--- config.mk ---
export PLATFORM = sky130hd
export DESIGN_NAME = mod_inverse_ctrl
export DESIGN_NICKNAME = d
export VERILOG_FILES = /design/src/rtl/rsa_pkg.sv /design/src/rtl/extended_binary_gcd.sv /design/src/rtl/mod_inverse_ctrl.sv
export SDC_FILE = /design/constraint.sdc
export NUM_CORES = 2
export LEC_CHECK = 0
export CORE_ASPECT_RATIO = 1.75
export CORE_MARGIN = 2
export CORE_UTILIZATION = 43
export DETAILED_ROUTE_END_ITERATION = 16
export PLACE_DENSITY = 0.58
export SYNTH_ARGS = -nofsm -noshare
export SYNTH_HDL_FRONTEND = slang
export SYNTH_HIERARCHICAL = 1
export SYNTH_SLANG_ARGS = --single-unit
--- constraint.sdc ---
create_clock -name clk -period 10.1 [get_ports clk]
set_input_delay 3.03 -clock clk [delete_from_list [all_inputs] [get_ports clk]]
set_output_delay 3.03 -clock clk [all_outputs]
set_load 0.01 [all_outputs]
--- src/rtl/rsa_pkg.sv ---
// rsa_pkg: shared types and defaults for the modular-inverse controller and its GCD core.
package rsa_pkg;
    localparam int DEFAULT_WORD_WIDTH = 32;
    typedef enum logic [1:0] {OK, NO_INV, BAD_ARG, TIMEOUT} status_t;
    typedef enum logic [2:0] {IDLE, CHECK, CLEAR, RUN, NORM, DONE} state_t;
    typedef enum logic [1:0] {G_LOAD, G_SHIFT, G_LOOP, G_DONE} gcd_state_t;
endpackage

--- src/rtl/extended_binary_gcd.sv ---
// extended_binary_gcd: one-step-per-cycle binary extended GCD, x*coeff_i + y*coeff_j = gcd.
module extended_binary_gcd
    import rsa_pkg::*;
#(
    parameter int WORD_WIDTH = DEFAULT_WORD_WIDTH
) (
    input  logic                  clk,
    input  logic                  rst_n,
    input  logic                  en,
    input  logic [WORD_WIDTH-1:0] x,
    input  logic [WORD_WIDTH-1:0] y,
    output logic                  done,
    output logic [WORD_WIDTH-1:0] gcd_result,
    output logic [WORD_WIDTH:0]   coeff_i
);
    localparam int CW = WORD_WIDTH + 2;
    localparam int KW = $clog2(WORD_WIDTH + 1);
    localparam int OW = WORD_WIDTH + 1;

    gcd_state_t st_q, st_d;
    logic [WORD_WIDTH-1:0] u_q, u_d, v_q, v_d, xs_q, xs_d, ys_q, ys_d;
    logic signed [CW-1:0] ca_q, ca_d, cb_q, cb_d, cc_q, cc_d, cd_q, cd_d;
    logic signed [CW-1:0] xe, ye;
    logic [KW-1:0] k_q, k_d;

    assign xe = $signed({2'b00, xs_q});
    assign ye = $signed({2'b00, ys_q});

    // u = ca*xs + cb*ys and v = cc*xs + cd*ys hold throughout G_LOOP
    always_comb begin
        st_d = st_q;
        u_d = u_q;
        v_d = v_q;
        xs_d = xs_q;
        ys_d = ys_q;
        ca_d = ca_q;
        cb_d = cb_q;
        cc_d = cc_q;
        cd_d = cd_q;
        k_d = k_q;
        if (en) begin
            case (st_q)
                G_LOAD: begin
                    u_d = x;
                    v_d = y;
                    ca_d = CW'(1);
                    cb_d = '0;
                    cc_d = '0;
                    cd_d = CW'(1);
                    k_d = '0;
                    st_d = G_SHIFT;
                end
                G_SHIFT: begin
                    if (!u_q[0] && !v_q[0]) begin
                        u_d = u_q >> 1;
                        v_d = v_q >> 1;
                        k_d = k_q + 1'b1;
                    end else begin
                        xs_d = u_q;
                        ys_d = v_q;
                        st_d = G_LOOP;
                    end
                end
                G_LOOP: begin
                    if (u_q == '0) begin
                        st_d = G_DONE;
                    end else if (!u_q[0]) begin
                        u_d = u_q >> 1;
                        ca_d = (ca_q[0] | cb_q[0]) ? (ca_q + ye) >>> 1 : ca_q >>> 1;
                        cb_d = (ca_q[0] | cb_q[0]) ? (cb_q - xe) >>> 1 : cb_q >>> 1;
                    end else if (!v_q[0]) begin
                        v_d = v_q >> 1;
                        cc_d = (cc_q[0] | cd_q[0]) ? (cc_q + ye) >>> 1 : cc_q >>> 1;
                        cd_d = (cc_q[0] | cd_q[0]) ? (cd_q - xe) >>> 1 : cd_q >>> 1;
                    end else if (u_q >= v_q) begin
                        u_d = u_q - v_q;
                        ca_d = ca_q - cc_q;
                        cb_d = cb_q - cd_q;
                    end else begin
                        v_d = v_q - u_q;
                        cc_d = cc_q - ca_q;
                        cd_d = cd_q - cb_q;
                    end
                end
                default: ;
            endcase
        end
    end

    always_ff @(posedge clk) begin
        if (!rst_n) begin
            st_q <= G_LOAD;
            u_q <= '0;
            v_q <= '0;
            xs_q <= '0;
            ys_q <= '0;
            ca_q <= '0;
            cb_q <= '0;
            cc_q <= '0;
            cd_q <= '0;
            k_q <= '0;
        end else begin
            st_q <= st_d;
            u_q <= u_d;
            v_q <= v_d;
            xs_q <= xs_d;
            ys_q <= ys_d;
            ca_q <= ca_d;
            cb_q <= cb_d;
            cc_q <= cc_d;
            cd_q <= cd_d;
            k_q <= k_d;
        end
    end

    assign done = st_q == G_DONE;
    assign gcd_result = v_q << k_q;
    assign coeff_i = OW'(cc_q);
endmodule

--- src/rtl/mod_inverse_ctrl.sv ---
// mod_inverse_ctrl: sequences the binary GCD core to return a^-1 mod m with status over valid/ready.
module mod_inverse_ctrl
    import rsa_pkg::*;
#(
    parameter int WORD_WIDTH     = DEFAULT_WORD_WIDTH,
    parameter int TIMEOUT_CYCLES = 8 * WORD_WIDTH + 16
) (
    input  logic                  clk,
    input  logic                  reset,
    input  logic                  req_valid,
    output logic                  req_ready,
    input  logic [WORD_WIDTH-1:0] req_a,
    input  logic [WORD_WIDTH-1:0] req_m,
    output logic                  rsp_valid,
    input  logic                  rsp_ready,
    output logic [WORD_WIDTH-1:0] rsp_inv,
    output logic [WORD_WIDTH-1:0] rsp_gcd,
    output logic [1:0]            rsp_status
);
    localparam int CNT_W = $clog2(TIMEOUT_CYCLES + 1);

    state_t state_q, state_d;
    status_t status_q, status_d;
    logic [WORD_WIDTH-1:0] a_q, a_d, m_q, m_d, inv_q, inv_d, gcd_q, gcd_d;
    logic signed [WORD_WIDTH:0] c_q, c_d, m_ext;
    logic [CNT_W-1:0] cnt_q, cnt_d;
    logic req_ready_q, req_ready_d, rsp_valid_q, rsp_valid_d;
    logic core_rst_n, core_en, core_done, timeout;
    logic [WORD_WIDTH-1:0] core_gcd;
    logic [WORD_WIDTH:0] core_coeff_i;

    assign m_ext = $signed({1'b0, m_q});
    assign core_rst_n = reset & (state_q != CLEAR);
    assign core_en = state_q == RUN;
    assign timeout = (state_q == RUN || state_q == NORM) && cnt_q == CNT_W'(TIMEOUT_CYCLES - 1);

    extended_binary_gcd #(.WORD_WIDTH(WORD_WIDTH)) u_gcd (
        .clk       (clk),
        .rst_n     (core_rst_n),
        .en        (core_en),
        .x         (a_q),
        .y         (m_q),
        .done      (core_done),
        .gcd_result(core_gcd),
        .coeff_i   (core_coeff_i)
    );

    always_comb begin
        state_d = state_q;
        status_d = status_q;
        a_d = a_q;
        m_d = m_q;
        inv_d = inv_q;
        gcd_d = gcd_q;
        c_d = c_q;
        cnt_d = cnt_q;
        req_ready_d = req_ready_q;
        rsp_valid_d = rsp_valid_q;
        case (state_q)
            IDLE: begin
                if (req_valid && req_ready_q) begin
                    a_d = req_a;
                    m_d = req_m;
                    req_ready_d = 1'b0;
                    state_d = CHECK;
                end
            end
            CHECK: begin
                if (a_q == '0 || m_q < WORD_WIDTH'(2)) begin
                    state_d = DONE;
                    status_d = BAD_ARG;
                    inv_d = '0;
                    gcd_d = '0;
                    rsp_valid_d = 1'b1;
                end else begin
                    state_d = CLEAR;
                end
            end
            CLEAR: begin
                cnt_d = '0;
                state_d = RUN;
            end
            RUN: begin
                cnt_d = cnt_q + 1'b1;
                if (core_done) begin
                    c_d = $signed(core_coeff_i);
                    gcd_d = core_gcd;
                    if (core_gcd != WORD_WIDTH'(1)) begin
                        state_d = DONE;
                        status_d = NO_INV;
                        inv_d = '0;
                        rsp_valid_d = 1'b1;
                    end else begin
                        state_d = NORM;
                    end
                end
            end
            NORM: begin
                cnt_d = cnt_q + 1'b1;
                if (c_q[WORD_WIDTH]) begin
                    c_d = c_q + m_ext;
                end else if (c_q >= m_ext) begin
                    c_d = c_q - m_ext;
                end else begin
                    state_d = DONE;
                    status_d = OK;
                    inv_d = c_q[WORD_WIDTH-1:0];
                    rsp_valid_d = 1'b1;
                end
            end
            DONE: begin
                if (rsp_ready) begin
                    state_d = IDLE;
                    rsp_valid_d = 1'b0;
                    req_ready_d = 1'b1;
                end
            end
            default: state_d = IDLE;
        endcase
        if (timeout) begin
            state_d = DONE;
            status_d = TIMEOUT;
            inv_d = '0;
            gcd_d = '0;
            rsp_valid_d = 1'b1;
        end
    end

    always_ff @(posedge clk) begin
        if (!reset) begin
            state_q <= IDLE;
            status_q <= OK;
            a_q <= '0;
            m_q <= '0;
            inv_q <= '0;
            gcd_q <= '0;
            c_q <= '0;
            cnt_q <= '0;
            req_ready_q <= 1'b1;
            rsp_valid_q <= 1'b0;
        end else begin
            state_q <= state_d;
            status_q <= status_d;
            a_q <= a_d;
            m_q <= m_d;
            inv_q <= inv_d;
            gcd_q <= gcd_d;
            c_q <= c_d;
            cnt_q <= cnt_d;
            req_ready_q <= req_ready_d;
            rsp_valid_q <= rsp_valid_d;
        end
    end

    assign req_ready = req_ready_q;
    assign rsp_valid = rsp_valid_q;
    assign rsp_inv = inv_q;
    assign rsp_gcd = gcd_q;
    assign rsp_status = status_q;
endmodule

## Yosys cells after proc, flatten, opt, wreduce, memory -nomap -nowiden

Index checks and enable logic that the tools add are counted.

- Register bits after elaboration: 449
- Input bits: 68
- Output and inout port bits: 68
- Logic and storage cells: 212

- Add/subtract/negate cells: 14
- Magnitude comparators: 3
- Equal/unequal tests: 36
- Shift-type cells: 1
- Mux-type cells: 81
- Bitwise gates (word level): 5
- Reductions and logical operators: 44

Operators by type and width:

| operator | count |
|---|---|
| $mux W34 | 20 |
| $mux W32 | 16 |
| $pmux W32 S3 | 3 |
| $pmux W34 S2 | 4 |
| $sub A34 B34 Y34 | 4 |
| $mux W33 | 3 |
| $add A34 B33 Y34 | 2 |
| $sub A34 B33 Y34 | 2 |
| $pmux W33 S2 | 1 |
| $logic_not A32 Y1 | 2 |
| $pmux W32 S2 | 1 |
| $sub A32 B32 Y32 | 2 |
| $reduce_and A6 Y1 | 6 |
| $add A33 B33 Y33 | 1 |
| $ge A33 B33 Y1 | 1 |
| $sub A33 B33 Y33 | 1 |
| $ge A32 B32 Y1 | 1 |
| $lt A32 B2 Y1 const B | 1 |
| $ne A32 B1 Y1 const B | 1 |
| $shl A32 B6 Y32 | 1 |
| $reduce_and A5 Y1 | 5 |
| $ne A3 B3 Y1 const B | 8 |
| $mux W3 | 7 |
| $pmux W3 S6 | 1 |
| other kinds (37) | 90 |

## Longest topological paths before layout

- Depth after elaboration: 6
- Gate-level depth with buffers: 20
- Mapped depth without buffers: 17

## Cells and area by module

Netlist, hierarchy kept.

Modules (own cells, without submodules):

| module | instances | cells each | area each (um^2) | seq. area each (um^2) |
|---|---|---|---|---|
| extended_binary_gcd | 1 | 4496 | 32223.4 | 5445.2 |
| mod_inverse_ctrl | 1 | 1548 | 11562.3 | 3543.4 |

## Worst setup path after synthesis

OpenSTA, ideal clock, no wires.

- Path type: input port to flip-flop
- Start point: in reset
- End point: reg u_gcd.cb_q[32]
- Setup time: 0.079 ns
- Data arrival time: 4.939 ns
- Required time: 10.021 ns
- Setup slack: 5.082 ns
- Stages on the path: 10
- Path buffers: 5
- Cell sequence: clkbuf_1 > clkbuf_1 > and2_1 > clkbuf_1 > inv_1 > clkbuf_1 > nor2_1 > clkbuf_1 > nand2_1 > o211ai_1

- Word-level cells in the longest chain between the ends: 1

RTL lines:

| what | line | text |
|---|---|---|
| from (decl) | mod_inverse_ctrl.sv:9 | `input logic reset,` |
| $and A1 B1 Y1 | mod_inverse_ctrl.sv:33 | `assign core_rst_n = reset & (state_q != CLEAR);` |
| net core_rst_n | mod_inverse_ctrl.sv:28 | `logic core_rst_n, core_en, core_done, timeout;` |
| to (signal assigned) | extended_binary_gcd.sv:98 | `cb_q <= '0;` |
| to (signal assigned) | extended_binary_gcd.sv:109 | `cb_q <= cb_d;` |
| to (decl) | extended_binary_gcd.sv:22 | `logic signed [CW-1:0] ca_q, ca_d, cb_q, cb_d, cc_q, cc_d, cd_q, cd_d;` |

The timed path passes the listed nets, and every way through them passes these cells.
A chain may end at the register's enable or synchronous reset.

## Worst setup path in the final report

- Start point: in reset
- End point: reg u_gcd.cc_q[33]

- Word-level cells in the longest chain between the ends: 1

RTL lines:

| what | line | text |
|---|---|---|
| $and A1 B1 Y1 | mod_inverse_ctrl.sv:33 |  |
| net core_rst_n | mod_inverse_ctrl.sv:28 |  |
| to (signal assigned) | extended_binary_gcd.sv:99 | `cc_q <= '0;` |
| to (signal assigned) | extended_binary_gcd.sv:110 | `cc_q <= cc_d;` |
| to (decl) | extended_binary_gcd.sv:22 |  |

The timed path passes the listed nets, and every way through them passes these cells.

==> metrics.yaml <==
clock_path_buffers: 3
synthTopCellsByArea: "dfxtp_1 (21%), ha_1 (11%), a21oi_1 (8.3%)"
dp_hpwl_um: 146000
period_needed_ps: 6820
crit_buf_inv: 4
critPathLaunchType: "input pin"
worst_pin_slew_ps: 1240
place_area_mm2: 0.0456
routed_wl_um: 188000
min_path_type: "flip-flop to flip-flop"
wl_per_cell_um: 26.0
hold_viol_final: 0
yosysUniqueCellTypes: 114
fmax_mhz: 147
slew-limit-headroom_pct: 17.1
first_pass_iters: 7
rows: 154
clock_skew_ps: 28.3
clockRootBuffer: "clkbuf_16"
crit_chain: "clkdlybuf4s50_1 > buf_4 > and2_2 > buf_4 > nand4b_1 > inv_1 > nand3_1 > nor2_1 > a2111oi_0 > nor2_1"
drive_gt1_share_pct: 5.11
die_area_mm2: 0.104
grt_pass1_wl_um: 278000
clkSinkCount: 449
power_density_mw_per_mm2: 197
cpPeakStageDelay_ps: 1280
initial_core_util_pct: 43.4
grt_max_degree: 87
finish.instance_area_mm2: 0.0472
avgSynthCellArea_um2: 7.24
syn_area_mm2: 0.0438
yosysMostFrequentCell: "nand2_1"
cts_buffers: 48
synthTopCellsByCount: "nand2_1 (741), a21oi_1 (730), nor2_1 (495), dfxtp_1 (449), ha_1 (392)"
setup_violations: 0
drv_cap: 0
port_buffers: 135
yosys_warnings: 6
p_leak_nw: 18.9
area_delta_synth_final_pct: 7.76
core-area_mm2: 0.101
grt_overflow: 0
synth-seq-cells: 449
die_h_um: 426
rsz0062_at_grt: "no"
worstSetupPathType: "input pin to flip-flop"
synthArstFlopShare_pct: 0
crit_fanout: 38
slew_viol_final: 0
dr_total_vias: 45722
worstPathRequired_ps: 10670
met1_usage_pct: 36.1
ctsHoldBuffers: 0
cp.arrival_ps: 7390
layout.nets: 6343
clk_pin_slew_ps: 70
drt_iter0_markers: 3860
final.setup.tns_ps: 0
syn_inst: 6044
cts.repair.resized: 0
antenna_found_initial: 2
synth_top_cell_area_share_pct: 20.5
status: "complete, no violations"
clkLatencyLatePin_ps: 650
vias_per_cell: 6.32
ir_drop_uv: 236
busiest_layer: "met2"
first_global_vias: 44146
crit_family: "simple AND/OR/NAND/NOR gates"
cts_tree: "yes"
met2_usage_pct: 62.8
post_cts.repair.setup_buffers: 0
cp-end-kind: "flip-flop"
htree_levels: 2
post-route-period-util_pct: 67.5
yosysTopAreaCell: "dfxtp_1"
ant_nets: 0
syn_nets: 6516
io_pins: 136
ys_seq_area_share_pct: 20.5
synth_edf_count: 0
drc: 0
place_congestion: 1.01
cp_slowest_cell: "nor2_1"
die_w_um: 245
finalPower_w: 0.00931
grtUsageMet3_pct: 4.13
synthFlopType: "dfxtp_1"
grt_use_total_pct: 35.0
tightest hold or removal path, stage by stage (launching register included):
cell and delay [ps]:
dfxtp_1 310, nand2_1 50, a21oi_1 50
state kept, by name, summed over array words and instances, names as in the netlist:
name / flops
u_gcd/u_q: 32
m_q: 32
cnt_q: 9
u_gcd/ca_q: 34
c_q: 33
state_q: 3
rsp_valid: 1
rsp_gcd: 32
rsp_inv: 32
u_gcd/k_q: 6
u_gcd/ys_q: 32
u_gcd/cb_q: 34
u_gcd/v_q: 32
u_gcd/xs_q: 32
rsp_status: 2
u_gcd/cc_q: 34
req_ready: 1
u_gcd/cd_q: 34
u_gcd/st_q: 2
a_q: 32
cells by family after synthesis:
family | count (synthesis) | share of synthesized area, %
AO/OA/AOI/OAI | 2066 | 31.0
AND/OR/NAND/NOR | 1887 | 19.6
buffers and inverters | 816 | 7.66
flip-flops | 449 | 20.5
adder cells (fa/ha/maj) | 404 | 11.8
XOR/XNOR | 314 | 6.28
multiplexers | 108 | 3.22
cell usage in the layout (no fill, tap or decap), types with 22 or more instances in the layout:
| master | synthesis | final |
|---|---|---|
| o21ai_1 | 27 | 26 |
| nor3_1 | 100 | 100 |
| a211oi_1 | 81 | 81 |
| o22ai_1 | 26 | 26 |
| nor2b_1 | 48 | 48 |
| nor2_1 | 495 | 491 |
| nand2b_1 | 47 | 47 |
| and3_1 | 80 | 79 |
| buf_4 | 39 | 75 |
| o211ai_1 | 51 | 51 |
| o21bai_1 | 62 | 62 |
| mux2i_1 | 70 | 70 |
| a31oi_1 | 78 | 77 |
| dfxtp_1 | 449 | 445 |
| inv_1 | 378 | 376 |
| nand2_1 | 741 | 737 |
| o21a_1 | 39 | 39 |
| nand3_1 | 125 | 125 |
| xor2_1 | 115 | 115 |
| and2_1 | 32 | 30 |
| clkbuf_16 | 0 | 49 |
| a22o_1 | 24 | 24 |
| nor4_1 | 49 | 48 |
| a21oi_1 | 730 | 730 |
| ha_1 | 392 | 390 |
| clkdlybuf4s50_1 | 0 | 135 |
| xnor2_1 | 199 | 199 |
| a22oi_1 | 33 | 33 |
| a21o_1 | 192 | 192 |
| or3_1 | 25 | 25 |
| o21ai_0 | 311 | 310 |
| a221oi_1 | 66 | 66 |
| a311oi_1 | 29 | 29 |
| a221o_1 | 22 | 22 |
| o31ai_1 | 41 | 41 |
| mux4_2 | 25 | 25 |
| nand4_1 | 70 | 70 |
power by group:
| group | internal, W | switching, W | total (W) |
|---|---|---|---|
| Clock | 0.00110 | 0.000851 | 0.00195 |
| Sequential | 0.00189 | 0.000223 | 0.00212 |
| Combinational | 0.00187 | 0.00337 | 0.00524 |
| Total | 0.00486 | 0.00445 | 0.00931 |
area by class of cell:
cell class,instances,area (um^2)
fill,10201,53600
multi-input combinational,4779,31500
timing repair buffer,210,1910
inverter,383,1440
clock buffer,69,1370
sequential,449,9000
tap,1326,1660
clock inverter,16,254
antenna,2,5.00
path summary, 6_finish.rpt:
check,start,to,slack [ps],cells after the start
max,reset,u_gcd/cc_q[33],3280,10
min,u_gcd/xs_q[4],u_gcd/xs_q[4],460,2
max reg2reg,u_gcd/v_q[1],u_gcd/cc_q[33],4450,11
min reg2reg,u_gcd/xs_q[4],u_gcd/xs_q[4],460,2
stage by stage:
| step | setup slack, ps | util (%) | instances | hold WS, ps |
|---|---|---|---|---|
| after floorplan | 5080 | - | 6044 | 436 |
| after global placement | 2790 | 45.2 | 7147 | 443 |
| after detailed placement | 2780 | 45.2 | 7147 | 451 |
| after CTS | 3400 | 46.8 | 7232 | 460 |
| after global routing | 3230 | 46.8 | 7233 | 479 |
| final | 3280 | 46.8 | 7234 | 459 |
metal layers:
metal	vias to the layer above	share of wire (%)
li1	21373	-
met1	21821	35
met2	1836	50
met3	692	5.2
met4	0	10
met5	-	0
Power figures use the tool's default switching activity.
